==> src/rtl/vga_timing_pkg.sv <==
`default_nettype none
// ============================================================================
// Module      : vga_timing_pkg
// Description : Default 640x480@60 timing constants, axis phase type,
//               total helpers and character-cell geometry.
// Revision    : 1.0 - initial release
// ============================================================================
package vga_timing_pkg;

  localparam int c_H_ACTIVE  = 640;
  localparam int c_H_FRONT   = 16;
  localparam int c_H_SYNC    = 96;
  localparam int c_H_BACK    = 48;
  localparam int c_V_ACTIVE  = 480;
  localparam int c_V_FRONT   = 10;
  localparam int c_V_SYNC    = 2;
  localparam int c_V_BACK    = 33;
  localparam int c_MAX_TOTAL = 1024;

  localparam int CELL_W = 8;
  localparam int CELL_H = 12;

  typedef enum logic [1:0] {
    ACT  = 2'd0,
    FP   = 2'd1,
    SYNC = 2'd2,
    BP   = 2'd3
  } phase_t;

  function automatic int h_total(input int active, input int front,
                                 input int sync, input int back);
    return active + front + sync + back;
  endfunction

  function automatic int v_total(input int active, input int front,
                                 input int sync, input int back);
    return active + front + sync + back;
  endfunction

endpackage
`default_nettype wire

==> src/rtl/vga_axis_counter.sv <==
`default_nettype none
// ============================================================================
// Module      : vga_axis_counter
// Description : One raster axis: counter, ACT/FP/SYNC/BP phase FSM, wrap
//               strobe and registered sync pulse.
// Revision    : 1.0 - initial release
// ============================================================================
module vga_axis_counter
  import vga_timing_pkg::*;
#(
  parameter int W        = 10,
  parameter bit SYNC_POL = 1'b0
) (
  input  logic         clock50,
  input  logic         reset,
  input  logic         enable,
  input  logic [W-1:0] limit_active,
  input  logic [W-1:0] limit_front,
  input  logic [W-1:0] limit_sync,
  input  logic [W-1:0] limit_back,
  output logic [W-1:0] count,
  output phase_t       phase,
  output logic         wrap,
  output logic         sync
);

  logic [W-1:0] r_count;
  phase_t       r_phase;
  logic         r_sync;
  logic [W-1:0] w_next_count;
  phase_t       w_next_phase;
  logic         w_wrap;
  logic [W-1:0] w_fp_start;
  logic [W-1:0] w_sync_start;
  logic [W-1:0] w_bp_start;
  logic [W-1:0] w_last;

  assign w_fp_start   = limit_active;
  assign w_sync_start = limit_active + limit_front;
  assign w_bp_start   = w_sync_start + limit_sync;
  assign w_last       = w_bp_start + limit_back - 1'b1;

  always_comb begin
    w_wrap       = enable && (r_count == w_last);
    w_next_count = r_count;
    if (enable) begin
      w_next_count = w_wrap ? '0 : r_count + 1'b1;
    end
  end

  // Phase changes on the edge where the count enters the next region.
  always_comb begin
    w_next_phase = r_phase;
    if (enable) begin
      case (r_phase)
        ACT:     if (w_next_count == w_fp_start)   w_next_phase = FP;
        FP:      if (w_next_count == w_sync_start) w_next_phase = SYNC;
        SYNC:    if (w_next_count == w_bp_start)   w_next_phase = BP;
        BP:      if (w_wrap)                       w_next_phase = ACT;
        default:                                   w_next_phase = ACT;
      endcase
    end
  end

  always_ff @(posedge clock50) begin
    if (reset) begin
      r_count <= '0;
      r_phase <= ACT;
      r_sync  <= ~SYNC_POL;
    end else begin
      r_count <= w_next_count;
      r_phase <= w_next_phase;
      r_sync  <= (w_next_phase == SYNC) ? SYNC_POL : ~SYNC_POL;
    end
  end

  assign count = r_count;
  // Lookahead phase (state entered on this edge) so parents can register decodes.
  assign phase = w_next_phase;
  assign wrap  = w_wrap;
  assign sync  = r_sync;

endmodule
`default_nettype wire

==> src/rtl/vga_timing_gen.sv <==
`default_nettype none
// ============================================================================
// Module      : vga_timing_gen
// Description : VGA raster timing (counters, syncs, blanking, frame pulse)
//               on a divide-by-2 pixel enable. Optional macro
//               VGA_CHAR_CELL_EN adds 8x12 character-cell coordinates.
// Revision    : 1.0 - initial release
// ============================================================================
module vga_timing_gen
  import vga_timing_pkg::*;
#(
  parameter int H_ACTIVE = c_H_ACTIVE,
  parameter int H_FRONT  = c_H_FRONT,
  parameter int H_SYNC   = c_H_SYNC,
  parameter int H_BACK   = c_H_BACK,
  parameter int V_ACTIVE = c_V_ACTIVE,
  parameter int V_FRONT  = c_V_FRONT,
  parameter int V_SYNC   = c_V_SYNC,
  parameter int V_BACK   = c_V_BACK,
  parameter bit SYNC_POL = 1'b0
) (
  input  logic       clock50,
  input  logic       reset,
  output logic       pixel_tick,
  output logic [9:0] HorizontalCounter,
  output logic [9:0] VerticalCounter,
  output logic       HSync,
  output logic       VSync,
  output logic       video_on,
  output logic       frame_start
`ifdef VGA_CHAR_CELL_EN
 ,output logic [6:0] char_col,
  output logic [5:0] char_row,
  output logic [3:0] glyph_row
`endif
);

  localparam int c_W       = 10;
  localparam int c_H_TOTAL = h_total(H_ACTIVE, H_FRONT, H_SYNC, H_BACK);
  localparam int c_V_TOTAL = v_total(V_ACTIVE, V_FRONT, V_SYNC, V_BACK);

  if (c_H_TOTAL > c_MAX_TOTAL) begin : g_h_total_check
    $error("vga_timing_gen: H_TOTAL exceeds 1024");
  end
  if (c_V_TOTAL > c_MAX_TOTAL) begin : g_v_total_check
    $error("vga_timing_gen: V_TOTAL exceeds 1024");
  end

  logic   r_pixel_tick;
  logic   r_video_on;
  logic   r_frame_start;
  logic   w_h_wrap;
  logic   w_v_wrap;
  logic   w_video_on_next;
  phase_t w_h_phase_next;
  phase_t w_v_phase_next;

  vga_axis_counter #(.W(c_W), .SYNC_POL(SYNC_POL)) u_h_axis (
    .clock50      (clock50),
    .reset        (reset),
    .enable       (r_pixel_tick),
    .limit_active (c_W'(H_ACTIVE)),
    .limit_front  (c_W'(H_FRONT)),
    .limit_sync   (c_W'(H_SYNC)),
    .limit_back   (c_W'(H_BACK)),
    .count        (HorizontalCounter),
    .phase        (w_h_phase_next),
    .wrap         (w_h_wrap),
    .sync         (HSync)
  );

  vga_axis_counter #(.W(c_W), .SYNC_POL(SYNC_POL)) u_v_axis (
    .clock50      (clock50),
    .reset        (reset),
    .enable       (w_h_wrap),
    .limit_active (c_W'(V_ACTIVE)),
    .limit_front  (c_W'(V_FRONT)),
    .limit_sync   (c_W'(V_SYNC)),
    .limit_back   (c_W'(V_BACK)),
    .count        (VerticalCounter),
    .phase        (w_v_phase_next),
    .wrap         (w_v_wrap),
    .sync         (VSync)
  );

  assign w_video_on_next = (w_h_phase_next == ACT) && (w_v_phase_next == ACT);

  // A vertical wrap sends both counters to 0 on this edge: that is frame start.
  always_ff @(posedge clock50) begin
    if (reset) begin
      r_pixel_tick  <= 1'b0;
      r_video_on    <= 1'b1;
      r_frame_start <= 1'b0;
    end else begin
      r_pixel_tick  <= ~r_pixel_tick;
      r_video_on    <= w_video_on_next;
      r_frame_start <= w_v_wrap;
    end
  end

  assign pixel_tick  = r_pixel_tick;
  assign video_on    = r_video_on;
  assign frame_start = r_frame_start;

`ifdef VGA_CHAR_CELL_EN
  logic [2:0] r_cell_x;
  logic [6:0] r_col;
  logic [3:0] r_glyph;
  logic [5:0] r_row;
  logic [6:0] r_char_col;
  logic [5:0] r_char_row;
  logic [3:0] r_glyph_row;
  logic [2:0] w_cell_x_next;
  logic [6:0] w_col_next;
  logic [3:0] w_glyph_next;
  logic [5:0] w_row_next;

  // Cell coordinates tracked by small modulo counters alongside the raster.
  always_comb begin
    w_cell_x_next = r_cell_x;
    w_col_next    = r_col;
    w_glyph_next  = r_glyph;
    w_row_next    = r_row;
    if (r_pixel_tick) begin
      if (w_h_wrap) begin
        w_cell_x_next = '0;
        w_col_next    = '0;
      end else if (r_cell_x == 3'(CELL_W - 1)) begin
        w_cell_x_next = '0;
        w_col_next    = r_col + 1'b1;
      end else begin
        w_cell_x_next = r_cell_x + 1'b1;
      end
    end
    if (w_h_wrap) begin
      if (w_v_wrap) begin
        w_glyph_next = '0;
        w_row_next   = '0;
      end else if (r_glyph == 4'(CELL_H - 1)) begin
        w_glyph_next = '0;
        w_row_next   = r_row + 1'b1;
      end else begin
        w_glyph_next = r_glyph + 1'b1;
      end
    end
  end

  always_ff @(posedge clock50) begin
    if (reset) begin
      r_cell_x    <= '0;
      r_col       <= '0;
      r_glyph     <= '0;
      r_row       <= '0;
      r_char_col  <= '0;
      r_char_row  <= '0;
      r_glyph_row <= '0;
    end else begin
      r_cell_x    <= w_cell_x_next;
      r_col       <= w_col_next;
      r_glyph     <= w_glyph_next;
      r_row       <= w_row_next;
      r_char_col  <= w_video_on_next ? w_col_next   : '0;
      r_char_row  <= w_video_on_next ? w_row_next   : '0;
      r_glyph_row <= w_video_on_next ? w_glyph_next : '0;
    end
  end

  assign char_col  = r_char_col;
  assign char_row  = r_char_row;
  assign glyph_row = r_glyph_row;
`endif

endmodule
`default_nettype wire

==> config.mk <==
export PLATFORM = sky130hd
export DESIGN_NAME = vga_timing_gen
export DESIGN_NICKNAME = d
export VERILOG_FILES = /design/src/rtl/vga_timing_pkg.sv /design/src/rtl/vga_axis_counter.sv /design/src/rtl/vga_timing_gen.sv
export SDC_FILE = /design/constraint.sdc
export NUM_CORES = 1
export LEC_CHECK = 0
export ABC_AREA = 1
export CORE_ASPECT_RATIO = 1.25
export CORE_MARGIN = 2
export CORE_UTILIZATION = 57
export CTS_CLUSTER_DIAMETER = 30
export DETAILED_ROUTE_END_ITERATION = 7
export PLACE_DENSITY = 0.79
export SETUP_SLACK_MARGIN = 0.3
export SYNTH_ARGS = -nofsm -noshare
export SYNTH_HDL_FRONTEND = slang
export SYNTH_HIERARCHICAL = 1
export SYNTH_SLANG_ARGS = --single-unit
==> constraint.sdc <==
create_clock -name clock50 -period 3.8 [get_ports clock50]
set_clock_uncertainty 0.2 [all_clocks]
set_input_delay 0.76 -clock clock50 [delete_from_list [all_inputs] [get_ports clock50]]
set_output_delay 0.76 -clock clock50 [all_outputs]
set_load 0.1 [all_outputs]
==> results.ini <==
[die]
dieWidth_um = 93.73
ios = 27
floorplan.die_area_um2 = 10890
rows = 40
initial_core_util = 0.5909
floorplan.die.height_um = 116.2
floorplan.core_area_um2 = 9709

[grt]
grt_pass1_wl_um = 23070
globalRouteTotalUtil = 0.2596
antenna_found_initial = 0
grt_pass1_vias = 5532
overflow = 0
grt_max_degree = 32

[synth]
sequential_fraction_of_the_synthesis_area = 0.1012
syn_inst = 958
post_synthesis_mean_instance_area_um2 = 5.988
synthesis.area_um2 = 5737
synth_edf_count = 0
total_of_flip_flops_plus_latches_after_synthesis = 29
dominantRegCellSynth = sky130_fd_sc_hd__dfxtp_1
yosysWarnings = 6
synthDistinctLibCells = 41
share_of_synthesized_registers_carrying_an_async_set_or_reset = 0

[min_path]
worst_hold_startpoint = pixel_tick
hold_path.class = flip-flop to flip-flop
number_of_cells_on_the_worst_hold_path = 2
worst_hold_path.endpoint = pixel_tick

[sta]
final-max-slew-violation-count = 0
tightest_slew_ns = 0.9794
totalNegativeSetupSlack_ns = 0
rsz0062_at_grt = yes
count_of_final_setup_violators = 0
timing_hold_violations_final = 0
holdWs_ns = 0.3735
fin_crit_sh = 0.9688
fmax_mhz = 271.6
max-slew-margin-rel = 0.3451
post-route-min-period_ns = 3.682

[worst_setup_path]
crit_path_max_incr_delay_ns = 0.34
ff2ff_setup_slack_ns = 0.12
critical_path_peak_fanout = 7
timing.critical_path.mode_cell = sky130_fd_sc_hd__nor2_1
critical_path.reg2reg.endpoint = video_on
critPathSlowestCell = sky130_fd_sc_hd__dfxtp_4
timing.critical_path.max_delay_family = simple AND/OR/NAND/NOR gates
timing.critical_path.required_ns = 3.82
worst_r2r_path_depth = 31
cp.buffers_inverters = 6
worst_ep_arrival_time_ns = 3.70
critical_path.endpoint_type = flip-flop
setup.worst_path.class = flip-flop to flip-flop
crit-reg2reg-launch = pixel_tick
setup.worst_path.start_class = flip-flop

[clock_tree]
ctsHtreeMaxLevel = 2
cts_sinks = 29
clkSlewWorstSetupHoldPaths_ns = 0.05
cts-hold-fix-buffers = 0
deepest_clock_path_buffer_count = 2
cts_tree = done
clkLatencyLatePin_ns = 0.28
cts_buffers = 5
root_buffer = sky130_fd_sc_hd__clkbuf_16

[cells_and_area]
diodes = 0
layout-area-overhead-vs-synth_pct = 23.71
num-nets-final = 1213
number_of_fill_cells = 877
post_route_cells_drive_above_1_share = 0.1085

[pwr]
peakVddDrop_mv = 0.5578
power_density_nw_per_um2 = 439.6
leakage_nw = 4.016
finalPower_mw = 3.120

[drt]
drt_iter0_markers = 176
drt-pass1-iter-count = 5
route.detailed.vias_per_inst = 4.772
drc = 0
finalWirelength_um = 14130
ant_nets = 0
detail_route.wl_per_cell_um = 11.21
dr_total_vias = 6013

[job]
cap_violations = 0

[placed_design]
gpl.final_weighted_congestion = 0.9268
number_of_input_and_output_port_buffers_inserted = 26
detailedPlacementHpwl_um = 11350

[outcome]
outcome = complete, no violations

-- layout by cell type, fill, tap and decap left out, drive strengths merged, types with 7 or more instances in the layout --
cell           count
conb             128
nand3b            13
xnor2             22
clkdlybuf4s50     20
nor2              98
nand4             14
a31oi              7
o21bai             7
ha                72
o21ai             26
a21oi             39
inv              192
nand2            275
clkbuf             7
dfxtp             29
buf               29
xor2              38
nand3             94
-- cells by family after synthesis --
| group | after synthesis | share of synthesized area |
|---|---|---|
| AO/OA/AOI/OAI | 85 | 0.08310 |
| XOR/XNOR | 61 | 0.09553 |
| adder cells (fa/ha/maj) | 78 | 0.1780 |
| buffers and inverters | 200 | 0.1376 |
| flip-flops | 29 | 0.1012 |
| other | 2 | 0.001309 |
| AND/OR/NAND/NOR | 503 | 0.4033 |
-- worst max-delay path by stage --
stage,start,to,depth (start not counted)
after detailed placement,u_h_axis/count[0],video_on,33
after floorplan,pixel_tick,video_on,34
after global routing,pixel_tick,video_on,34
after global placement,u_h_axis/count[0],video_on,34
after CTS,pixel_tick,video_on,33
final,pixel_tick,video_on,31
-- synth_stat cells (2+ instances only) --
library cell	instances	area, µm²
sky130_fd_sc_hd__dfxtp_1	29	580.6
sky130_fd_sc_hd__nand4_1	12	75.07
sky130_fd_sc_hd__nand3_2	8	80.08
sky130_fd_sc_hd__nand4_2	2	25.02
sky130_fd_sc_hd__a21oi_2	3	26.28
sky130_fd_sc_hd__clkbuf_1	2	7.510
sky130_fd_sc_hd__nand3b_1	13	97.59
sky130_fd_sc_hd__a21oi_1	36	180.2
sky130_fd_sc_hd__nand2_2	30	187.7
sky130_fd_sc_hd__o211ai_1	3	22.52
sky130_fd_sc_hd__a31oi_1	7	43.79
sky130_fd_sc_hd__o21ai_1	9	45.04
sky130_fd_sc_hd__nand2_4	4	45.04
sky130_fd_sc_hd__nand3_1	85	425.4
sky130_fd_sc_hd__xnor2_1	22	192.7
sky130_fd_sc_hd__or2_1	4	25.02
sky130_fd_sc_hd__inv_1	188	705.7
sky130_fd_sc_hd__nor2_1	90	337.8
sky130_fd_sc_hd__xor2_1	38	332.8
sky130_fd_sc_hd__buf_2	3	15.01
sky130_fd_sc_hd__nor3_1	2	10.01
sky130_fd_sc_hd__nor2_2	6	37.54
sky130_fd_sc_hd__nor2_4	2	22.52
sky130_fd_sc_hd__nand2_1	241	904.6
sky130_fd_sc_hd__conb_1	2	7.510
sky130_fd_sc_hd__ha_1	72	900.9
sky130_fd_sc_hd__o21ai_0	17	85.08
sky130_fd_sc_hd__inv_2	4	15.01
sky130_fd_sc_hd__fa_1	6	120.1
sky130_fd_sc_hd__o21bai_1	7	52.55
-- per-layer routing --
metal,track usage,share of wire
met1,0.2707,0.39
met3,0.02581,0.033
met5,0,0
met4,0.09179,0.041
met2,0.5281,0.54
-- repair_timing --
item                                   in CTS  in global routing
resized for setup                          13                 28
pin swaps                                  10                  4
gates cloned                                0                  1
setup endpoints to repair                   4                  4
setup buffers                               9                  5
endpoints found under the hold margin       0                  0
-- worst reg2reg max path: cells and delay by family, from the launching register on --
family / cells / cell delay [ns]
and+or+nand+nor: 20 / 2.01
buffers and inverters: 6 / 0.65
AOI/OAI and AO/OA: 5 / 0.42
DFF: 1 / 0.34
-- per-stage QoR --
step	instances	area, µm²	setup WS [ns]	util
global route	1260	7097	-0.2546	0.7309
floorplan	1084	6247	0.06428	-
detailed placement	1237	6643	0.04528	0.6841
CTS	1254	6929	0.1967	0.7137
global placement	1237	6643	0.1626	0.6841
finish	1260	7097	0.1184	0.7309
-- state kept, by name, indices dropped and copies added, names as in the netlist --
register and cells:
u_v_axis/sync 1, pixel_tick 1, u_v_axis/r_phase 2, u_h_axis/count 10
u_h_axis/sync 1, u_h_axis/r_phase 2, video_on 1, u_v_axis/count 10
frame_start 1
-- final cells by class --
| type | count | area (µm²) | area share |
|---|---|---|---|
| Tap cell | 126 | 157.7 | 0.02221 |
| Timing Repair Buffer | 50 | 476.7 | 0.06717 |
| Clock buffer | 6 | 128.9 | 0.01816 |
| Inverter | 192 | 725.7 | 0.1023 |
| Sequential cell | 29 | 606.8 | 0.08551 |
| Multi-Input combinational cell | 855 | 4967 | 0.6999 |
| Clock inverter | 2 | 33.78 | 0.004760 |
-- where the power goes --
| group | internal (mW) | switching (mW) |
|---|---|---|
| clock | 0.307 | 0.155 |
| combinational | 0.928 | 1.42 |
| sequential | 0.304 | 0.00206 |
No activity file was read; power rests on OpenSTA's default activity.
